## src/rtl/jedro_1_decoder.sv

```systemverilog
// jedro_1_decoder: RV32I decode stage behind the jedro_1 fetch unit.
// Decoded fields register one cycle after accept; an illegal opcode traps until reset.
module jedro_1_decoder #(
  parameter int DATA_WIDTH = 32,
  parameter int REG_ADDR_W = 5
) (
  input  logic                  clk_i,
  input  logic                  rstn_i,
  input  logic [DATA_WIDTH-1:0] instr_i,
  input  logic                  instr_valid_i,
  input  logic                  stall_i,
  input  logic                  flush_i,
  output logic                  get_next_instr_o,
  output logic                  valid_o,
  output logic [REG_ADDR_W-1:0] rs1_o,
  output logic [REG_ADDR_W-1:0] rs2_o,
  output logic [REG_ADDR_W-1:0] rd_o,
  output logic                  rf_we_o,
  output logic [3:0]            alu_op_o,
  output logic                  use_imm_o,
  output logic [DATA_WIDTH-1:0] imm_o,
  output logic                  jmp_o,
  output logic                  branch_o,
  output logic                  load_o,
  output logic                  store_o,
  output logic                  pc_rel_o,
  output logic                  illegal_o
);

  // state    | meaning
  // S_IDLE   | first cycle after reset, covers the fetch ROM read delay
  // S_DECODE | accepting and decoding instructions
  // S_TRAP   | illegal instruction accepted, frozen until reset
  typedef enum logic [1:0] {
    S_IDLE   = 2'd0,
    S_DECODE = 2'd1,
    S_TRAP   = 2'd2
  } state_e;

  localparam logic [3:0] ALU_ADD  = 4'd0;
  localparam logic [3:0] ALU_SUB  = 4'd1;
  localparam logic [3:0] ALU_SLL  = 4'd2;
  localparam logic [3:0] ALU_SLT  = 4'd3;
  localparam logic [3:0] ALU_SLTU = 4'd4;
  localparam logic [3:0] ALU_XOR  = 4'd5;
  localparam logic [3:0] ALU_SRL  = 4'd6;
  localparam logic [3:0] ALU_SRA  = 4'd7;
  localparam logic [3:0] ALU_OR   = 4'd8;
  localparam logic [3:0] ALU_AND  = 4'd9;

  localparam logic [6:0] OPC_LOAD     = 7'b0000011;
  localparam logic [6:0] OPC_MISC_MEM = 7'b0001111;
  localparam logic [6:0] OPC_OP_IMM   = 7'b0010011;
  localparam logic [6:0] OPC_AUIPC    = 7'b0010111;
  localparam logic [6:0] OPC_STORE    = 7'b0100011;
  localparam logic [6:0] OPC_OP       = 7'b0110011;
  localparam logic [6:0] OPC_LUI      = 7'b0110111;
  localparam logic [6:0] OPC_BRANCH   = 7'b1100011;
  localparam logic [6:0] OPC_JALR     = 7'b1100111;
  localparam logic [6:0] OPC_JAL      = 7'b1101111;

  typedef struct packed {
    logic [REG_ADDR_W-1:0] rs1;
    logic [REG_ADDR_W-1:0] rs2;
    logic [REG_ADDR_W-1:0] rd;
    logic                  rf_we;
    logic [3:0]            alu_op;
    logic                  use_imm;
    logic [DATA_WIDTH-1:0] imm;
    logic                  jmp;
    logic                  branch;
    logic                  load;
    logic                  store;
    logic                  pc_rel;
  } fields_t;

  logic [6:0]            opcode;
  logic [2:0]            funct3;
  logic [6:0]            funct7;
  logic                  sign;
  logic [DATA_WIDTH-1:0] imm_i;
  logic [DATA_WIDTH-1:0] imm_s;
  logic [DATA_WIDTH-1:0] imm_b;
  logic [DATA_WIDTH-1:0] imm_u;
  logic [DATA_WIDTH-1:0] imm_j;

  fields_t dec;
  logic    dec_illegal;

  state_e  state_q, state_d;
  logic    valid_q, valid_d;
  logic    illegal_q, illegal_d;
  fields_t fields_q, fields_d;

  assign opcode = instr_i[6:0];
  assign funct3 = instr_i[14:12];
  assign funct7 = instr_i[31:25];
  assign sign   = instr_i[DATA_WIDTH-1];

  assign imm_i = {{(DATA_WIDTH-12){sign}}, instr_i[31:20]};
  assign imm_s = {{(DATA_WIDTH-12){sign}}, instr_i[31:25], instr_i[11:7]};
  assign imm_b = {{(DATA_WIDTH-13){sign}}, instr_i[31], instr_i[7], instr_i[30:25],
                  instr_i[11:8], 1'b0};
  assign imm_u = {instr_i[31:12], 12'b0};
  assign imm_j = {{(DATA_WIDTH-21){sign}}, instr_i[31], instr_i[19:12], instr_i[20],
                  instr_i[30:21], 1'b0};

  // alt selects SUB over ADD and SRA over SRL
  function automatic logic [3:0] alu_from_funct3(input logic [2:0] f3, input logic alt);
    logic [3:0] op;
    case (f3)
      3'b000:  op = alt ? ALU_SUB : ALU_ADD;
      3'b001:  op = ALU_SLL;
      3'b010:  op = ALU_SLT;
      3'b011:  op = ALU_SLTU;
      3'b100:  op = ALU_XOR;
      3'b101:  op = alt ? ALU_SRA : ALU_SRL;
      3'b110:  op = ALU_OR;
      default: op = ALU_AND;
    endcase
    return op;
  endfunction

  always_comb begin
    dec         = '0;
    dec.rs1     = instr_i[19:15];
    dec.rs2     = instr_i[24:20];
    dec.rd      = instr_i[11:7];
    dec_illegal = 1'b0;
    case (opcode)
      OPC_OP: begin
        dec.rf_we  = 1'b1;
        dec.alu_op = alu_from_funct3(funct3, funct7[5]);
        if (funct7 == 7'b0100000) dec_illegal = !(funct3 == 3'b000 || funct3 == 3'b101);
        else                      dec_illegal = (funct7 != 7'b0000000);
      end
      OPC_OP_IMM: begin
        dec.rf_we   = 1'b1;
        dec.use_imm = 1'b1;
        dec.imm     = imm_i;
        dec.alu_op  = alu_from_funct3(funct3, (funct3 == 3'b101) && funct7[5]);
        if (funct3 == 3'b001)      dec_illegal = (funct7 != 7'b0000000);
        else if (funct3 == 3'b101) dec_illegal = (funct7 != 7'b0000000) && (funct7 != 7'b0100000);
      end
      OPC_LUI: begin
        dec.rs1     = '0;
        dec.rf_we   = 1'b1;
        dec.use_imm = 1'b1;
        dec.imm     = imm_u;
      end
      OPC_AUIPC: begin
        dec.pc_rel  = 1'b1;
        dec.rf_we   = 1'b1;
        dec.use_imm = 1'b1;
        dec.imm     = imm_u;
      end
      OPC_JAL: begin
        dec.jmp     = 1'b1;
        dec.pc_rel  = 1'b1;
        dec.rf_we   = 1'b1;
        dec.use_imm = 1'b1;
        dec.imm     = imm_j;
      end
      OPC_JALR: begin
        dec.jmp     = 1'b1;
        dec.rf_we   = 1'b1;
        dec.use_imm = 1'b1;
        dec.imm     = imm_i;
        dec_illegal = (funct3 != 3'b000);
      end
      OPC_BRANCH: begin
        dec.branch = 1'b1;
        dec.pc_rel = 1'b1;
        dec.imm    = imm_b;
        case (funct3[2:1])
          2'b10:   dec.alu_op = ALU_SLT;
          2'b11:   dec.alu_op = ALU_SLTU;
          default: dec.alu_op = ALU_SUB;
        endcase
        dec_illegal = (funct3[2:1] == 2'b01);
      end
      OPC_LOAD: begin
        dec.load    = 1'b1;
        dec.rf_we   = 1'b1;
        dec.use_imm = 1'b1;
        dec.imm     = imm_i;
        dec_illegal = (funct3 == 3'b011) || (funct3 == 3'b110) || (funct3 == 3'b111);
      end
      OPC_STORE: begin
        dec.store   = 1'b1;
        dec.use_imm = 1'b1;
        dec.imm     = imm_s;
        dec_illegal = (funct3 > 3'b010);
      end
      OPC_MISC_MEM: ;
      default: dec_illegal = 1'b1;
    endcase
  end

  // flush beats stall beats accept; fields hold whenever nothing new is accepted
  always_comb begin
    state_d   = state_q;
    valid_d   = valid_q;
    illegal_d = illegal_q;
    fields_d  = fields_q;
    case (state_q)
      S_IDLE: state_d = S_DECODE;
      S_DECODE: begin
        if (flush_i) begin
          valid_d = 1'b0;
        end else if (!stall_i) begin
          if (instr_valid_i && dec_illegal) begin
            valid_d   = 1'b0;
            illegal_d = 1'b1;
            state_d   = S_TRAP;
          end else if (instr_valid_i) begin
            valid_d  = 1'b1;
            fields_d = dec;
          end else begin
            valid_d = 1'b0;
          end
        end
      end
      S_TRAP: begin
        valid_d   = 1'b0;
        illegal_d = 1'b1;
      end
      default: state_d = S_IDLE;
    endcase
  end

  always_ff @(posedge clk_i or negedge rstn_i) begin
    if (!rstn_i) begin
      state_q   <= S_IDLE;
      valid_q   <= 1'b0;
      illegal_q <= 1'b0;
      fields_q  <= '0;
    end else begin
      state_q   <= state_d;
      valid_q   <= valid_d;
      illegal_q <= illegal_d;
      fields_q  <= fields_d;
    end
  end

  assign get_next_instr_o = (state_q == S_DECODE) && !stall_i && !flush_i;
  assign valid_o          = valid_q;
  assign illegal_o        = illegal_q;
  assign rs1_o            = fields_q.rs1;
  assign rs2_o            = fields_q.rs2;
  assign rd_o             = fields_q.rd;
  assign rf_we_o          = fields_q.rf_we;
  assign alu_op_o         = fields_q.alu_op;
  assign use_imm_o        = fields_q.use_imm;
  assign imm_o            = fields_q.imm;
  assign jmp_o            = fields_q.jmp;
  assign branch_o         = fields_q.branch;
  assign load_o           = fields_q.load;
  assign store_o          = fields_q.store;
  assign pc_rel_o         = fields_q.pc_rel;

endmodule

```

## config.mk

```make
export PLATFORM = sky130hd
export DESIGN_NAME = jedro_1_decoder
export DESIGN_NICKNAME = d
export VERILOG_FILES = /design/src/rtl/jedro_1_decoder.sv
export SDC_FILE = /design/constraint.sdc
export NUM_CORES = 1
export LEC_CHECK = 0
export ABC_AREA = 1
export BUFFER_PORTS_ARGS = -buffer_cell sky130_fd_sc_hd__buf_2
export CORE_ASPECT_RATIO = 0.7
export CORE_UTILIZATION = 35
export CTS_BUF_LIST = sky130_fd_sc_hd__clkbuf_16
export CTS_CLUSTER_DIAMETER = 120
export DETAILED_ROUTE_END_ITERATION = 6
export PLACE_DENSITY = 0.66
export RECOVER_POWER = 25
export SETUP_SLACK_MARGIN = 0.05
export SLEW_MARGIN = 20
export SYNTH_ARGS = -nofsm -noshare
export SYNTH_HDL_FRONTEND = slang
export SYNTH_SLANG_ARGS = --single-unit
```

## constraint.sdc

```tcl
create_clock -name clk_i -period 2.3 [get_ports clk_i]
set_input_delay 0.46 -clock clk_i [delete_from_list [all_inputs] [get_ports clk_i]]
set_output_delay 0.46 -clock clk_i [all_outputs]
set_load 0.005 [all_outputs]
```

# After elaboration in Yosys (flattened, before gate mapping)
# Index checks and enable logic that the tools add are counted.
[totals]
ff_bits = 62
latchBits = 0
ramBits = 0
mem_bits_ro = 0
inputBits = 37
out_inout_bits = 61
word_cells = 109
mem_count = 0
[op_classes]
add_sub_neg = 0
mul = 0
n_div = 0
magnitude_cmp = 1
n_eq_ne = 28
shift = 0
muxes = 34
n_bitwise = 4
n_reduce_logical = 27
[ops]
columns = ["op", "count"]
rows = [
  ["$pmux W32 S5", 1],
  ["$pmux W4 S7", 2],
  ["$eq A7 B6 Y1 const B", 4],
  ["$eq A7 B7 Y1 const B", 3],
  ["$mux W1", 21],
  ["$eq A7 B5 Y1 const B", 2],
  ["$reduce_or A7 Y1", 2],
  ["$eq A3 B3 Y1 const B", 4],
  ["$pmux W4 S3", 1],
  ["$reduce_and A4 Y1", 2],
  ["$eq A7 B2 Y1 const B", 1],
  ["$eq A7 B4 Y1 const B", 1],
  ["$ne A7 B6 Y1 const B", 1],
  ["$pmux W1 S7", 1],
  ["$reduce_bool A7 Y1", 1],
  ["$eq A2 B2 Y1 const B", 3],
  ["$eq A3 B2 Y1 const B", 2],
  ["$mux W2", 3],
  ["$ne A2 B2 Y1 const B", 3],
  ["$pmux W2 S3", 1],
  ["$pmux W3 S2", 1],
  ["$reduce_or A3 Y1", 2],
  ["$logic_and A1 B1 Y1", 5],
  ["$mux W5", 1],
  ["other kinds (16)", 26],
]

# Depth between registers and ports, before layout
[depth]
word_depth = 10
ltp_mapped = 13
ltp_nobuf = 12

# Worst setup path before layout
# OpenSTA, ideal clock, no wires.
[synth_path]
kind = "in2reg"
from = "input instr_i[1]"
to = "register fields_q, in the netlist imm_o[19]"
setup_ns = 0.120
t_arrival_ns = 1.696
required_time_ns = 2.180
path_slack_ns = 0.485
path_stages = 13
path_buffers = 2
cell_sequence = "nand2_1 inv_1 nand3_2 nand2_1 inv_2 nand2_1 nor2_1 nor2_4 nand3_4 buf_6 buf_6 nand2_1 o21ai_2"
[synth_between]
elab_chain_len = 6
word_cells_on_any_way = 18
classes_between = "eq/ne: 10; mux: 2; bitwise: 1; reduce/logical: 5"
[synth_lines]
columns = ["item", "line_no", "rtl"]
rows = [
  ["start: declaration", "9", "input logic [DATA_WIDTH-1:0] instr_i,"],
  ["$eq A7 B7 Y1, or another cell as far along", "130", "case (opcode)"],
  ["$reduce_or A4 Y1 (no line)", "n/a", ""],
  ["$pmux W1 S7", "130", ""],
  ["$logic_and A1 B1 Y1", "212", "if (instr_valid_i && dec_illegal) begin"],
  ["$not A1 Y1 (no line)", "n/a", ""],
  ["$reduce_and A5 Y1 (no line)", "n/a", ""],
  ["end signal: assignment", "242", "fields_q <= fields_d;"],
  ["end: declaration", "93", "fields_t fields_q, fields_d;"],
]
# Several ways; a longest one is shown, not always the timed one.
# A chain may end at the register's enable or synchronous reset.

# Final worst setup path
[layout_path]
from = "input instr_i[31]"
to = "register fields_q, in the netlist rs2_o[2]"
[layout_between]
elab_chain_len = 8
word_cells_on_any_way = 11
classes_between = "eq/ne: 2; mux: 4; bitwise: 1; reduce/logical: 4"
[layout_lines]
columns = ["item", "line_no", "rtl"]
rows = [
  ["$ne A7 B6 Y1 or $reduce_bool A7 Y1 (tied branches)", "143, 135, 142", ""],
  ["$logic_and A1 B1 Y1", "143", "else if (funct3 == 3'b101) dec_illegal = (funct7 != 7'b0000000) && (funct7 != 7'b0100000);"],
  ["$mux W1", "143", ""],
  ["$mux W1", "142", "if (funct3 == 3'b001) dec_illegal = (funct7 != 7'b0000000);"],
  ["$pmux W1 S7 *", "130", ""],
  ["$logic_and A1 B1 Y1 *", "212", ""],
  ["$not A1 Y1 (no line) *", "n/a", ""],
  ["$reduce_and A5 Y1 (no line) *", "n/a", ""],
]
# Mark *: on every way between the ends. The rest lies on a longest branch, timed or not.

==> results.json <==
{
  "cts_inserted_buffers": 9,
  "critical_path_class": "input pin to flip-flop",
  "slew_viol_final": 63,
  "clockBufferDepth": 2,
  "vias": 3151,
  "seq_area_frac_synth": 0.480,
  "synthCells": 431,
  "hold_start": "instr_i[18]",
  "start_util": 0.372,
  "synth_mux_area_frac": 0,
  "internal_power_mw": 2.12,
  "timing_hold_violations_final": 0,
  "drt_pass1_iterations": 6,
  "failed_checks": "max-capacitance violations, max-slew violations",
  "post_cts_resized": 0,
  "crit_path_top_delay_cell": "nor2_4",
  "p_sw_mw": 0.742,
  "cp_common_cell": "nand2_1",
  "synthFlopType": "dfrtp_1",
  "synth_compound_area_frac": 0.104,
  "die_h_um": 82.4,
  "nets": 570,
  "clk_pin_slew_worst_paths_ns": 0.06,
  "grt_pass1_wl_um": 14300,
  "fin_crit_sh": 0.767,
  "htreeDepth": 3,
  "clkSinkCount": 62,
  "yosys_warnings": 0,
  "cp.required_ns": 2.57,
  "num_antenna_cells": 0,
  "end_kind": "flip-flop",
  "die_w_um": 117,
  "synth-xor-area-share": 0,
  "std_cell_rows": 28,
  "startpoint": "instr_i[31]",
  "synth_edf_count": 0,
  "hold_class": "input pin to flip-flop",
  "cts-hold-fix-buffers": 0,
  "finalWirelength_um": 9060,
  "synthArstFlopShare": 1.00,
  "yosys.area_share.simple": 0.346,
  "multi_input_area_um2": 1460,
  "core_um2": 8690,
  "setup_viol_count_final": 0,
  "status": "finished with violations",
  "viasPerCell": 4.79,
  "num_io_pins": 98,
  "p_clk_frac": 0.468,
  "post-dp-hpwl_um": 6740,
  "layout-drive-gt1-share": 0.270,
  "ff_latch_area_um2": 1550,
  "drc": 0,
  "grt_antenna_before_repair": 0,
  "relSlewSlack": -0.0377,
  "skew_ns": 0.00645,
  "setup_tns_ns": 0,
  "overflow": 0,
  "power_leakage_nw": 2.37,
  "synthAdderAreaFrac": 0,
  "ys_ff_latch": 62,
  "place_congestion": 0.906,
  "powerDensity_nw_per_um2": 691,
  "switching_share": 0.259,
  "netlist_area_um2": 3230,
  "grt_pass1_vias": 2939,
  "start_kind": "input pin",
  "rr_startpoint": "state_q[1]",
  "cts_tree": "yes",
  "synthesis.nets": 468,
  "die_area_um2": 9630,
  "cts_setup_buffers": 0,
  "areaGrowthSynthToFinish_pct": 28.1,
  "cp_max_fo": 18,
  "wl_per_cell_um": 13.8,
  "cts-root-buf": "clkbuf_16",
  "setup_ws_ns": 0.536,
  "grt_start_max_net_pins": 72,
  "clk_latency_ns": 0.33,
  "synth_top_family_by_area": "simple AND/OR/NAND/NOR gates",
  "io_buffers": 97,
  "fill_cells": 911,
  "finalHoldWorstSlack_ns": 0.406,
  "combinationalPowerShare": 0.111,
  "final_antenna_net_count": 0,
  "cap_violations": 1,
  "cp.arrival_ns": 2.03,
  "synth.avg_cell_area_um2": 7.50,
  "min_period_ns": 1.76,
  "worstMarginPinSlew_ns": 1.56,
  "pwr-share-seq": 0.421,
  "crit_chain": "buf_2 > inv_1 > nand3b_1 > nor2_1 > nand2_1 > nand2_1 > nand2_2 > nand2_4 > inv_1 > nor2_4 > nand3_1 > nand2_1",
  "track_usage": 0.201,
  "peakVddDrop_mv": 0.339,
  "max_stage_delay_ns": 0.35,
  "place_ws_ns": 0.183,
  "synth_cell_type_count": 27,
  "rsz0062_at_grt": "no",
  "timing.fmax_mhz": 567,
  "drtIter0Drc": 283
}
## cell type report
class                   instances  area share
clock inverters                 7      0.0157
flip-flops and latches         62       0.375
well taps                     120      0.0362
clock buffers                   9      0.0544
inverters                      34      0.0308
repair buffers                106       0.136
multi-input cells             320       0.352
## through the flow
stage | instance area [um^2] | power [mW] | cells | util
after floorplan | 3230 | 1.36 | 431 | -
final | 4140 | 2.86 | 658 | 0.477
after CTS | 4160 | 2.90 | 658 | 0.479
after global routing | 4140 | 2.98 | 658 | 0.477
after global placement | 3870 | 1.54 | 642 | 0.445
after detailed placement | 3870 | 1.55 | 642 | 0.445
## routing by layer
layer	vias up	routed length [um]	GRT usage
met5	-	0	0
met4	0	114	0.0734
met3	13	596	0.0474
met2	120	3680	0.283
met1	1437	4660	0.297
li1	1581	-	-
## registers in the layout, summed over array words and instances, names as in the netlist, 2 cells and up
register and flops:
state_q 2, rd_o 5, rs1_o 5, rs2_o 5, alu_op_o 4, imm_o 32
## worst paths after layout
kind | endpoint | slack, ns | depth (start not counted)
max reg2reg | use_imm_o | 0.88 | 5
min reg2reg | rs2_o[3] | 0.47 | 2
max | rs2_o[2] | 0.54 | 12
min | rs1_o[3] | 0.41 | 3
max in group asynchronous | use_imm_o | 0.77 | 2
min in group asynchronous | imm_o[18] | 0.60 | 2
## power groups by stage
stage                     Sequential (mW)  Clock [mW]  Combinational [mW]
final                                1.20        1.34               0.319
after global routing                 1.21        1.40               0.367
after CTS                            1.20        1.37               0.327
after detailed placement             1.22           0               0.325
after global placement               1.22           0               0.321
after floorplan                      1.22           0               0.137
## cells in the final DEF, fill, tap and decap left out, drive strengths merged
master,netlist,layout
clkbuf,6,10
nor3,6,6
bufinv,0,1
nand3,36,36
a22oi,1,1
inv,34,36
clkinvlp,0,1
nand4,6,6
clkinv,0,3
a21oi,8,8
a21boi,1,1
o21bai,1,1
o31ai,1,1
o21ai,48,48
buf,9,105
dfrtp,62,62
nand2,168,168
nand3b,3,3
nor2,41,41
## critical path: cells and delay by family
family | cells | cell delay (ns)
buffers and inverters | 3 | 0.40
and+or+nand+nor | 9 | 1.16
## cell usage after synthesis (3+ instances only)
cell type,number,share of area
nand2_1,164,0.19
dfrtp_1,62,0.48
nor2_1,37,0.043
nand3_1,34,0.053
inv_1,29,0.034
o21ai_0,28,0.043
o21ai_1,13,0.020
a21oi_1,8,0.012
o21ai_2,7,0.019
clkbuf_1,6,0.0070
nor3_1,6,0.0093
buf_6,5,0.017
inv_2,5,0.0058
nand4_1,5,0.0097
buf_2,4,0.0062
nand2_2,3,0.0058
nand3b_1,3,0.0070
nor2_4,3,0.010
## logic make-up (layout without fill, tap and decap cells)
| logic type | count (synthesis) | in the layout |
|---|---|---|
| flops | 62 | 62 |
| compound gates | 60 | 60 |
| simple gates | 260 | 260 |
| buf+inv | 49 | 156 |
No activity file was read; power rests on OpenSTA's default activity.
